## src/rtl/reset_sequencer.sv

```systemverilog
// reset_sequencer: synchronizes the board reset, stretches it, then releases N_OUT domains in order.
// Optional SW_RST_EN enables the software-requested replay of the stretch/release sequence.
module reset_sequencer #(
    parameter int SYNC_STAGES    = 2,
    parameter int STRETCH_CYCLES = 16,
    parameter int N_OUT          = 3,
    parameter int STEP_CYCLES    = 4
) (
    input  logic             clk,
    input  logic             reset,
    input  logic             sw_rst_req,
    output logic [N_OUT-1:0] rst_n_out,
    output logic             rst_done,
    output logic             sw_rst_ack
);
    localparam int CW = $clog2(STRETCH_CYCLES > STEP_CYCLES ? STRETCH_CYCLES : STEP_CYCLES) + 1;
    localparam int IW = N_OUT > 1 ? $clog2(N_OUT) : 1;
    typedef enum logic [2:0] {HOLD, STRETCH, RELEASE, RUN, SOFT} state_t;
    state_t           state_q, state_d;
    logic [SYNC_STAGES-1:0] sync_q, sync_d;
    logic [CW-1:0]    cnt_q, cnt_d;
    logic [IW-1:0]    idx_q, idx_d;
    logic [N_OUT-1:0] rst_n_out_q, rst_n_out_d;
    logic             rst_done_q, rst_done_d;
    logic             sw_rst_ack_q, sw_rst_ack_d;
    logic             sync_ok;
`ifndef SW_RST_EN
    logic             unused_sw_rst_req;
    assign unused_sw_rst_req = sw_rst_req;
`endif
    assign sync_d  = {sync_q[SYNC_STAGES-2:0], 1'b1};
    assign sync_ok = sync_q[SYNC_STAGES-1];
    always_comb begin
        state_d      = state_q;
        cnt_d        = cnt_q;
        idx_d        = idx_q;
        rst_n_out_d  = rst_n_out_q;
        rst_done_d   = rst_done_q;
        sw_rst_ack_d = 1'b0;
        case (state_q)
            HOLD: if (sync_ok) begin
                state_d = STRETCH;
                cnt_d   = '0;
            end
            STRETCH: begin
                cnt_d = cnt_q + 1'b1;
                if (cnt_q == CW'(STRETCH_CYCLES - 1)) begin
                    state_d = RELEASE;
                    cnt_d   = '0;
                    idx_d   = '0;
                end
            end
            RELEASE: begin
                cnt_d = cnt_q + 1'b1;
                if (cnt_q == CW'(STEP_CYCLES - 1)) begin
                    cnt_d       = '0;
                    idx_d       = idx_q + 1'b1;
                    rst_n_out_d = rst_n_out_q | (N_OUT'(1) << idx_q);
                    if (idx_q == IW'(N_OUT - 1)) begin
                        state_d    = RUN;
                        rst_done_d = 1'b1;
                    end
                end
            end
`ifdef SW_RST_EN
            RUN: if (sw_rst_req) begin
                state_d      = SOFT;
                rst_n_out_d  = '0;
                rst_done_d   = 1'b0;
                sw_rst_ack_d = 1'b1;
            end
            SOFT: begin
                state_d = STRETCH;
                cnt_d   = '0;
            end
`endif
            default: ;
        endcase
    end
    always_ff @(posedge clk or negedge reset) begin
        if (!reset) begin
            state_q      <= HOLD;
            sync_q       <= '0;
            cnt_q        <= '0;
            idx_q        <= '0;
            rst_n_out_q  <= '0;
            rst_done_q   <= 1'b0;
            sw_rst_ack_q <= 1'b0;
        end else begin
            state_q      <= state_d;
            sync_q       <= sync_d;
            cnt_q        <= cnt_d;
            idx_q        <= idx_d;
            rst_n_out_q  <= rst_n_out_d;
            rst_done_q   <= rst_done_d;
            sw_rst_ack_q <= sw_rst_ack_d;
        end
    end
    assign rst_n_out  = rst_n_out_q;
    assign rst_done   = rst_done_q;
    assign sw_rst_ack = sw_rst_ack_q;
endmodule
```

## config.mk

```make
export PLATFORM = sky130hd
export DESIGN_NAME = reset_sequencer
export DESIGN_NICKNAME = d
export VERILOG_FILES = /design/src/rtl/reset_sequencer.sv
export SDC_FILE = /design/constraint.sdc
export NUM_CORES = 1
export LEC_CHECK = 0
export BUFFER_PORTS_ARGS = -buffer_cell sky130_fd_sc_hd__buf_2
export CELL_PAD_IN_SITES_DETAIL_PLACEMENT = 1
export CELL_PAD_IN_SITES_GLOBAL_PLACEMENT = 1
export CORE_ASPECT_RATIO = 0.75
export CORE_UTILIZATION = 48
export CTS_BUF_LIST = sky130_fd_sc_hd__clkbuf_8
export CTS_CLUSTER_DIAMETER = 60
export DETAILED_ROUTE_END_ITERATION = 16
export GPL_TIMING_DRIVEN = 0
export PLACE_DENSITY_LB_ADDON = 0.1
export SLEW_MARGIN = 20
export SYNTH_ARGS = -nofsm -noshare
export SYNTH_HDL_FRONTEND = slang
export SYNTH_SLANG_ARGS = --single-unit
```

## constraint.sdc

```tcl
create_clock -name clk -period 1.9 [get_ports clk]
set_input_delay 0.285 -clock clk [delete_from_list [all_inputs] [get_ports clk]]
set_output_delay 0.285 -clock clk [all_outputs]
set_load 0.02 [all_outputs]
```

# Word level (Yosys, flattened, before mapping)
# Index checks and enable logic that the tools add are counted.
totals:
  reg_bits: 16
  input_bits: 3
  out_inout_bits: 5
  word_cells: 39
classes:
  n_addsub: 2
  n_eq_ne: 9
  n_shift: 1
  mux: 12
  n_bitwise: 1
  n_reduce_logical: 8
op_table:
  columns: ["cell", "count"]
  rows:
  - ["2-to-1 mux 5 bit", 3]
  - ["case mux 5 bit (3 select lines)", 1]
  - ["2-to-1 mux 3 bit", 4]
  - ["case mux 3 bit (3 select lines)", 1]
  - ["!= test 2 bit, second input constant", 4]
  - ["AND reduction 3 bit", 2]
  - ["adder 5 x 1 -> 5 bit, second input constant", 1]
  - ["equality test 5 x 2 -> 1 bit, second input constant", 1]
  - ["equality test 5 x 4 -> 1 bit, second input constant", 1]
  - ["AND reduction 5 bit", 1]
  - ["2-to-1 mux 2 bit", 2]
  - ["case mux 2 bit (2 select lines)", 1]
  - ["AND reduction 2 bit", 2]
  - ["equality test 3 x 1 -> 1 bit, second input constant", 1]
  - ["equality test 3 x 2 -> 1 bit, second input constant", 1]
  - ["zero test 3 bit", 1]
  - ["bitwise OR 3 bit", 1]
  - ["nonzero test 3 bit", 1]
  - ["left shift 1 x 2 -> 3 bit, first input constant", 1]
  - ["adder 2 x 1 -> 2 bit, second input constant", 1]
  - ["equality test 2 bit, second input constant", 1]
  - ["nonzero test 2 bit", 1]

# Logic depth before layout (Yosys ltp)
# Gate-level depths: netlist of the first run.
depth:
  word_depth: 4
  depth_mapped: 8
  mapped_depth_nobuf: 8

# Worst setup path after synthesis of the first run
# OpenSTA, ideal clock, no wires.
synth_timing:
  path_kind: "register -> register"
  from: "register cnt_q[0]"
  to: "register cnt_q[2]"
  setup_ps: 78
  arrival_time_ps: 1631
  t_required_ps: 1822
  slack_ps: 192
  path_stages_with_launch: 9
  path_buffers: 0
  period_less_slack_ps: 1708
  cell_sequence: "dfrtp_1 ha_1 nand3_1 inv_1 ha_1 nand2b_1 a21boi_0 nand3_1 o2bb2ai_1"
synth_between:
  elab_chain_len: 3
  elab_cells_between_ends: 6
  cone_classes: "1 x add/sub; 2 x eq/ne; 3 x mux"
synth_lines:
  columns: ["item", "line", "rtl"]
  rows:
  - ["from (decl)", "21", "logic [CW-1:0] cnt_q, cnt_d;"]
  - ["from (signal assigned)", "92", "cnt_q <= cnt_d;"]
  - ["adder 5 x 1 -> 5 bit, or another cell as far along", "46, 54", null]
  - ["2-to-1 mux 5 bit (on tied branches)", "55, 47", null]
  - ["case mux 5 bit (3 select lines) *", "40", "case (state_q)"]
# Every way passes the cells marked *; elsewhere a longest branch is shown, timed or not.
# A chain may end at the register's enable or synchronous reset.

# Worst setup path in the final report of the first run
layout_timing:
  from: "register cnt_q[0]"
  to: "register cnt_q[3]"
# Same word-level chain as after synthesis.

==> results by group, run 1 <==
Synthesis
  • Flops & latches, synth: 15
  • Ranking of synthesized cells by area: dfrtp_1, ha_1, inv_1, o2111ai_4, nand2b_1
  • Syn. warnings: 0
  • Yosys top cell area share: 42.7%
  • Mapped Nets: 92
  • Cell Area, Synth: 880 µm²
  • Syn_area_per_cell: 11.3 µm²
  • Mapped Cells: 78
  • Unique masters post-synth: 29
  • Cell taking the most area after synthesis: dfrtp_1
  • Post-synthesis sequential area ratio: 42.7%

Routing
  • Antenna-violating nets left: 0
  • Vias per cell: 5.50
  • Avg WL per Cell: 16.7 µm
  • DRC: 0
  • Via count: 600
  • TritonRoute pass-1 iters: 4
  • Initial DRC Count: 11
  • Overall routed net length: 1820 µm

Global route
  • Initial antenna violation count: 0
  • First-pass GRT wire length: 3060 µm
  • Gr usage total: 22.9%
  • Pin count of the biggest net entering global routing: 16
  • Overflow after GRT: 0
  • Vias in the first global route: 617

Timing
  • Slew Viols, Final: 0
  • Period utilization: 94.8%
  • Final hold slack: 0.347 ns
  • Slew HR: 62.0%
  • # setup viols final: 0
  • Fin worst setup slack: 0.0995 ns
  • RSZ-0062 raised after global routing: no
  • Final Hold Fails: 0
  • Final Critical Period: 1.80 ns
  • Fmax: 555 MHz
  • Setup TNS: 0 ns
  • Slew @ Worst Pin: 0.569 ns
  • Clk_skew: 0.00416 ns

Placed design
  • Pre-CTS setup slack: -0.144 ns
  • Placed Cells: 104
  • PortBufs: 5
  • Routability Congestion: 0.738
  • Post-DP HPWL: 1360 µm

Cells and area
  • Net count, final: 103
  • Area Overhead vs Synth: 13.7%
  • Ratio of cells with drive above 1 in the final layout: 26.1%
  • Multi-input gate area: 472 µm²
  • Fillers: 180
  • Seq. cell area: 375 µm²
  • Post-Layout Cell Count: 109
  • # diodes: 0

Clock tree
  • Clock Tree Buf Depth: 2
  • Sink Count: 15
  • Skew-Pair Late Insertion Delay: 0.25 ns
  • Root Buffer: clkbuf_8
  • Clock buffer count from CTS: 3
  • CTS tree: yes
  • H-Tree Depth: 1
  • CTS clk-pin slew, worst paths: 0.06 ns

Setup path
  • Crit path kind: reg -> reg
  • FF-to-FF End: cnt_q[3]
  • Number of cells on the critical path: 8
  • Worst-path maximum fanout: 6
  • Worst Path Required: 2.06 ns
  • Critical Path AT: 1.96 ns
  • Crit start category: flip-flop
  • Crit-path cells: ha_2, nand3_1, inv_1, ha_1, nand2b_4, a21bo_2, o21ai_0, o2bb2ai_1
  • CP top delay family: compound AO/OA/AOI/OAI gates
  • Critical path buffers and inverters: 1
  • Worst Reg-to-Reg Cells: 8
  • Crit end category: flip-flop
  • CP max stage delay: 0.41 ns
  • Reg2Reg Setup Slack: 0.1 ns
  • Worst path slowest cell: dfrtp_1
  • Worst r2r src: cnt_q[0]

Floorplanning
  • I/O pin total: 8
  • Std-Cell Rows: 12
  • Die width: 51.4 µm
  • Initial core utilization: 55.3%
  • Die footprint: 2010 µm²
  • Die Y: 39.1 µm
  • Core area: 1590 µm²

Run status
  • Status: complete, no violations

Run
  • Maxcap violations: 0

Power and ir drop
  • Sequential share of power: 32.6%
  • Switching Share: 40.3%
  • Clk pwr share: 18.8%
  • PD cells: 1330 nW/µm²
  • Combinational share of power: 48.6%
  • Sw Pwr: 0.534 mW
  • P_int: 0.792 mW
  • P_leak: 0.483 nW
  • Peak supply drop: 0.000883 V
  • Final Power: 1.33 mW

Hold path
  • Worst min path class: reg -> reg
  • WHS Path Cells: 0
  • Hold wc startpoint: sync_q[0]
  • Worst Hold Endpoint: sync_q[1]
## Yosys cell counts
| cell type | number |
|---|---|
| nor2_1 | 1 |
| o2bb2ai_1 | 2 |
| a21bo_2 | 1 |
| a22o_1 | 1 |
| o311ai_0 | 1 |
| nand4_1 | 2 |
| ha_1 | 11 |
| nand2b_1 | 4 |
| and3_1 | 1 |
| or4b_4 | 1 |
| conb_1 | 2 |
| nand2b_2 | 1 |
| nand2_4 | 1 |
| a31o_2 | 2 |
| mux2i_1 | 2 |
| dfrtp_1 | 15 |
| a31o_1 | 1 |
| inv_1 | 9 |
| a21boi_0 | 1 |
| nand2_1 | 4 |
| mux2_4 | 1 |
| nor4b_2 | 1 |
| a21oi_4 | 1 |
| buf_2 | 1 |
| buf_4 | 1 |
| o21ai_1 | 2 |
| o21ai_0 | 4 |
| o2111ai_4 | 1 |
| nand3_1 | 3 |
## what timing repair did
action                                  in CTS  in global routing
setup buffers                                0                  0
hold buffers                                 1                  0
endpoints found under the setup margin       4                  2
hold endpoints to repair                    15                  0
gates resized for setup                      4                  1
## area by class of cell
| type | instances | share of cell area (%) |
|---|---|---|
| Sequential cell | 15 | 37.5 |
| Inverter | 9 | 3.38 |
| Timing Repair Buffer | 6 | 3.50 |
| Buffer | 2 | 1.25 |
| Multi-Input combinational cell | 52 | 47.2 |
| Clock buffer | 3 | 4.13 |
| Tap cell | 21 | 2.63 |
| Clock inverter | 1 | 0.375 |
## placed cells by master, fill, tap and decap left out, types with 2 or more instances in the layout
cell and instances:
nand2_1 4, clkbuf_8 3, ha_1 10, o2bb2ai_1 2
inv_1 10, nand3_1 3, nand2b_1 3, conb_1 2
mux2i_1 2, buf_2 6, o21ai_1 2, o21ai_0 4
dfrtp_1 15, nand4_1 2, a31o_2 2
## worst max path at each step
stage | startpoint | endpoint | slack (ns)
5_1_grt | cnt_q[0] | cnt_q[3] | 0.002
4_1_cts | cnt_q[0] | cnt_q[3] | 0.04
3_3_place_gp | cnt_q[0] | cnt_q[2] | -0.03
6_report | cnt_q[0] | cnt_q[3] | 0.1
3_5_place_dp | cnt_q[0] | cnt_q[3] | -0.14
2_1_floorplan | cnt_q[0] | cnt_q[2] | 0.19
## layer usage
metal | GRT usage [%] | wire length (µm) | vias to the layer above
li1 | - | - | 287
met1 | 28.3 | 854 | 299
met2 | 37.0 | 867 | 10
met3 | 8.24 | 71 | 4
met4 | 8.11 | 25 | 0
met5 | 0 | 0 | -
## power by group through the flow
| stage | registers (mW) | logic [mW] | clock network [mW] |
|---|---|---|---|
| 2_1_floorplan | 0.433 | 0.449 | 0 |
| 3_3_place_gp | 0.430 | 0.563 | 0 |
| 3_5_place_dp | 0.436 | 0.596 | 0 |
| 4_1_cts | 0.431 | 0.638 | 0.262 |
| 5_1_grt | 0.439 | 0.704 | 0.269 |
| 6_report | 0.433 | 0.644 | 0.249 |
## worst reg2reg max path: stages, from the launching register on
cell,delay [ns]
dfrtp_1,0.41
ha_2,0.23
nand3_1,0.10
inv_1,0.06
ha_1,0.18
nand2b_4,0.18
a21bo_2,0.24
o21ai_0,0.16
o2bb2ai_1,0.15
## flip-flops by register name, summed over array words and instances (netlist names)
signal,count
cnt_q,5
idx_q,2
rst_done,1
rst_n_out,3
state_q,2
sync_q,2
## cell families after synthesis
kind of cell	synth area share (%)
other cells	0.854
flops	42.7
simple gates	14.4
mux	3.98
compound gates	17.2
fa+ha+maj	15.6
buf+inv	5.26
## stage by stage
stage	utilization, %	cell area [µm²]
2_1_floorplan	-	880
3_3_place_gp	58.5	931
3_5_place_dp	58.5	931
4_1_cts	62.7	997
5_1_grt	62.8	1000
6_report	62.8	1000
Note: power is estimated with default switching activity, not from simulation.
==> run 2: changes to the inputs <==
- ABC_AREA: unset -> 1
- CORE_UTILIZATION: 48 -> 45
==> run 2 against run 1 <==
Net effect:
- die area up 7.7%
- first-iteration DRC count fell by 91%
- synthesized area rose by 1.3%
- sequential share of layout area about the same
- total power decreased by 8.3%
- critical path depth grew 1
- register-to-register slack gained 0.07 ns
- non-clock buffer count fell by 1
- routed wire length increased by 4.1%
- maximum frequency up 4.0%
- setup slack gained 0.068 ns
==> results by group, run 2 <==
Placed design
  • PortBufs: 5
  • Placed Cells: 132
  • Post-DP HPWL: 1510 µm
  • Routability Congestion: 0.767
  • Post-DP Area: 943 µm²

Hold path
  • Worst min path class: reg -> reg
  • WHS Path Cells: 0
  • Hold wc startpoint: sync_q[0]
  • Worst Hold Endpoint: sync_q[1]

Cells and area
  • Max reg flops: 5
  • Fin area: 998 µm²
  • # diodes: 0
  • Biggest register: cnt_q
  • Post-Layout Cell Count: 137
  • Ratio of cells with drive above 1 in the final layout: 18.3%
  • Area Overhead vs Synth: 12.1%
  • Final core utilization: 55.8%
  • Net count, final: 130
  • Most frequent cells in the layout: nand2_1, inv_1, dfrtp_1
  • Most common cell after layout, fill and taps aside: nand2_1

Routing
  • Antenna-violating nets left: 0
  • TritonRoute pass-1 iters: 2
  • Avg WL per Cell: 13.8 µm
  • Vias per cell: 4.78
  • Overall routed net length: 1890 µm
  • Via count: 655
  • DRC: 0
  • Initial DRC Count: 1

Setup path
  • Setup crit start: cnt_q[0]
  • Crit start category: flip-flop
  • Worst-path maximum fanout: 4
  • Worst r2r src: cnt_q[0]
  • Crit-path cells: ha_1, nand2_1, nor2_1, ha_1, nor2_2, a21oi_4, nand2_1, nand2_1, nand2_1
  • Worst Path Required: 2.04 ns
  • Most used cell along the critical path: nand2_1
  • Critical Path AT: 1.87 ns
  • Crit path kind: reg -> reg
  • Worst path slowest cell: dfrtp_1
  • FF-to-FF End: state_q[0]
  • CP max stage delay: 0.43 ns
  • Number of cells on the critical path: 9
  • Crit end category: flip-flop
  • Reg2Reg Setup Slack: 0.17 ns
  • Critical path buffers and inverters: 0
  • Worst Reg-to-Reg Cells: 9
  • CP top delay family: simple AND/OR/NAND/NOR gates

Power and ir drop
  • P_leak: 0.540 nW
  • PD cells: 1220 nW/µm²
  • Peak supply drop: 0.000811 V

Floorplanning
  • Initial core utilization: 49.8%
  • Std-Cell Rows: 13
  • Die footprint: 2160 µm²
  • Die Y: 40.5 µm
  • Core area: 1790 µm²
  • I/O pin total: 8
  • Die width: 53.4 µm

Timing
  • Final Critical Period: 1.73 ns
  • Clk_skew: 0.00447 ns
  • Period utilization: 91.2%
  • # setup viols final: 0
  • Final Hold Fails: 0
  • Fmax: 577 MHz
  • Slew Viols, Final: 0
  • Setup TNS: 0 ns
  • RSZ-0062 raised after global routing: no

Synthesis
  • Syn. warnings: 0
  • Post-synthesis sequential area ratio: 42.1%
  • EDFF count, synth: 0
  • Syn_area_per_cell: 8.48 µm²
  • Yosys top cell area share: 42.1%
  • Ranking of synthesized cells by area: dfrtp_1, ha_1, nand2_1, inv_1, nand2_2
  • Cell taking the most area after synthesis: dfrtp_1
  • Unique masters post-synth: 20
  • Commonest cells in the netlist: nand2_1, inv_1, dfrtp_1
  • Async set-reset flop share out of synthesis: 100%
  • Most frequent cell after synthesis: nand2_1
  • Cell Area, Synth: 891 µm²
  • Flops & latches, synth: 15
  • Top FF cell, synth: dfrtp_1
  • Mapped Nets: 119
  • Mapped Cells: 105

Clock tree
  • CTS tree: yes
  • Skew-Pair Late Insertion Delay: 0.25 ns
  • Root Buffer: clkbuf_8
  • CTS clk-pin slew, worst paths: 0.06 ns
  • Sink Count: 15
  • H-Tree Depth: 1
  • Clock Tree Buf Depth: 2
  • Clock buffer count from CTS: 3
  • Post-CTS resize count: 0

Global route
  • Gr usage total: 21.8%
  • Pin count of the biggest net entering global routing: 16
  • Initial antenna violation count: 0
  • Overflow after GRT: 0
  • First-pass GRT wire length: 3110 µm
  • Vias in the first global route: 686

Run status
  • Status: complete, no violations

Run
  • Maxcap violations: 0
## run 2: cell count changes in the layout (fill, tap and decap cells not counted), moves of 3 or more
| cell | before | now |
|---|---|---|
| o21bai_1 | 0 | 3 |
| nor2_1 | 1 | 5 |
| nand2_1 | 4 | 27 |
| o21ai_0 | 4 | 0 |
| inv_1 | 10 | 21 |
| nand2_2 | 0 | 4 |
| nand2b_1 | 3 | 0 |
## run 2: cells by family (layout without fill, tap and decap cells)
group,after synthesis,after routing,share of synthesized area [%]
and+or+nand+nor,45,45,22.5
buffers and inverters,22,32,9.69
DFF,15,15,42.1
adders and majority gates,11,11,15.4
AOI/OAI and AO/OA,9,9,8.43
other,2,2,0.843
xor gates and xnor gates,1,1,0.983
## run 2: repair_timing
item	4_1_cts	5_1_grt
hold buffers	1	0
endpoints found under the hold margin	15	0
setup buffers	0	0
## run 2: worst max path at each step
stage | to | slack, ns
after floorplan | cnt_q[0] | 0.43
after global placement | cnt_q[2] | 0.33
after detailed placement | state_q[0] | 0.21
after CTS | state_q[0] | 0.14
after global routing | state_q[0] | 0.03
final | state_q[0] | 0.17
## run 2: report_power, final
group	switching [mW]	internal (mW)
clock	0.112	0.143
sequential	0.0511	0.368
combinational	0.366	0.175
total	0.529	0.687
## run 2: cell type report
type,count,area [µm²]
flip-flops and latches,15,375
clock inverters,1,3.75
clock buffers,3,41.3
repair buffers,6,35.0
inverters,21,78.8
fillers,225,791
multi-input cells,68,429
well taps,22,27.5
plain buffers,1,7.51
## run 2: worst register-to-register path, delay by kind of cell, from the launching register on
kind                     cells  cell delay, ns
adder cells (fa/ha/maj)      2            0.46
flip-flops                   1            0.43
AND/OR/NAND/NOR              6            0.59
AO/OA/AOI/OAI                1            0.15
## run 2: per-layer routing
layer / track usage [%] / routed length (µm) / up-vias
met5: 0 / 0 / -
met4: 3.95 / 12 / 0
met3: 7.95 / 51 / 2
met2: 42.5 / 1010 / 8
met1: 23.1 / 814 / 314
li1: - / - / 331
## run 2: metrics by stage
step	power, mW	hold WS (ns)	worst slack, ns
finish	1.22	0.378	0.168
global route	1.32	0.380	0.0339
CTS	1.24	0.380	0.143
detailed placement	0.966	0.216	0.210
global placement	0.919	0.206	0.329
floorplan	0.821	-0.0106	0.432
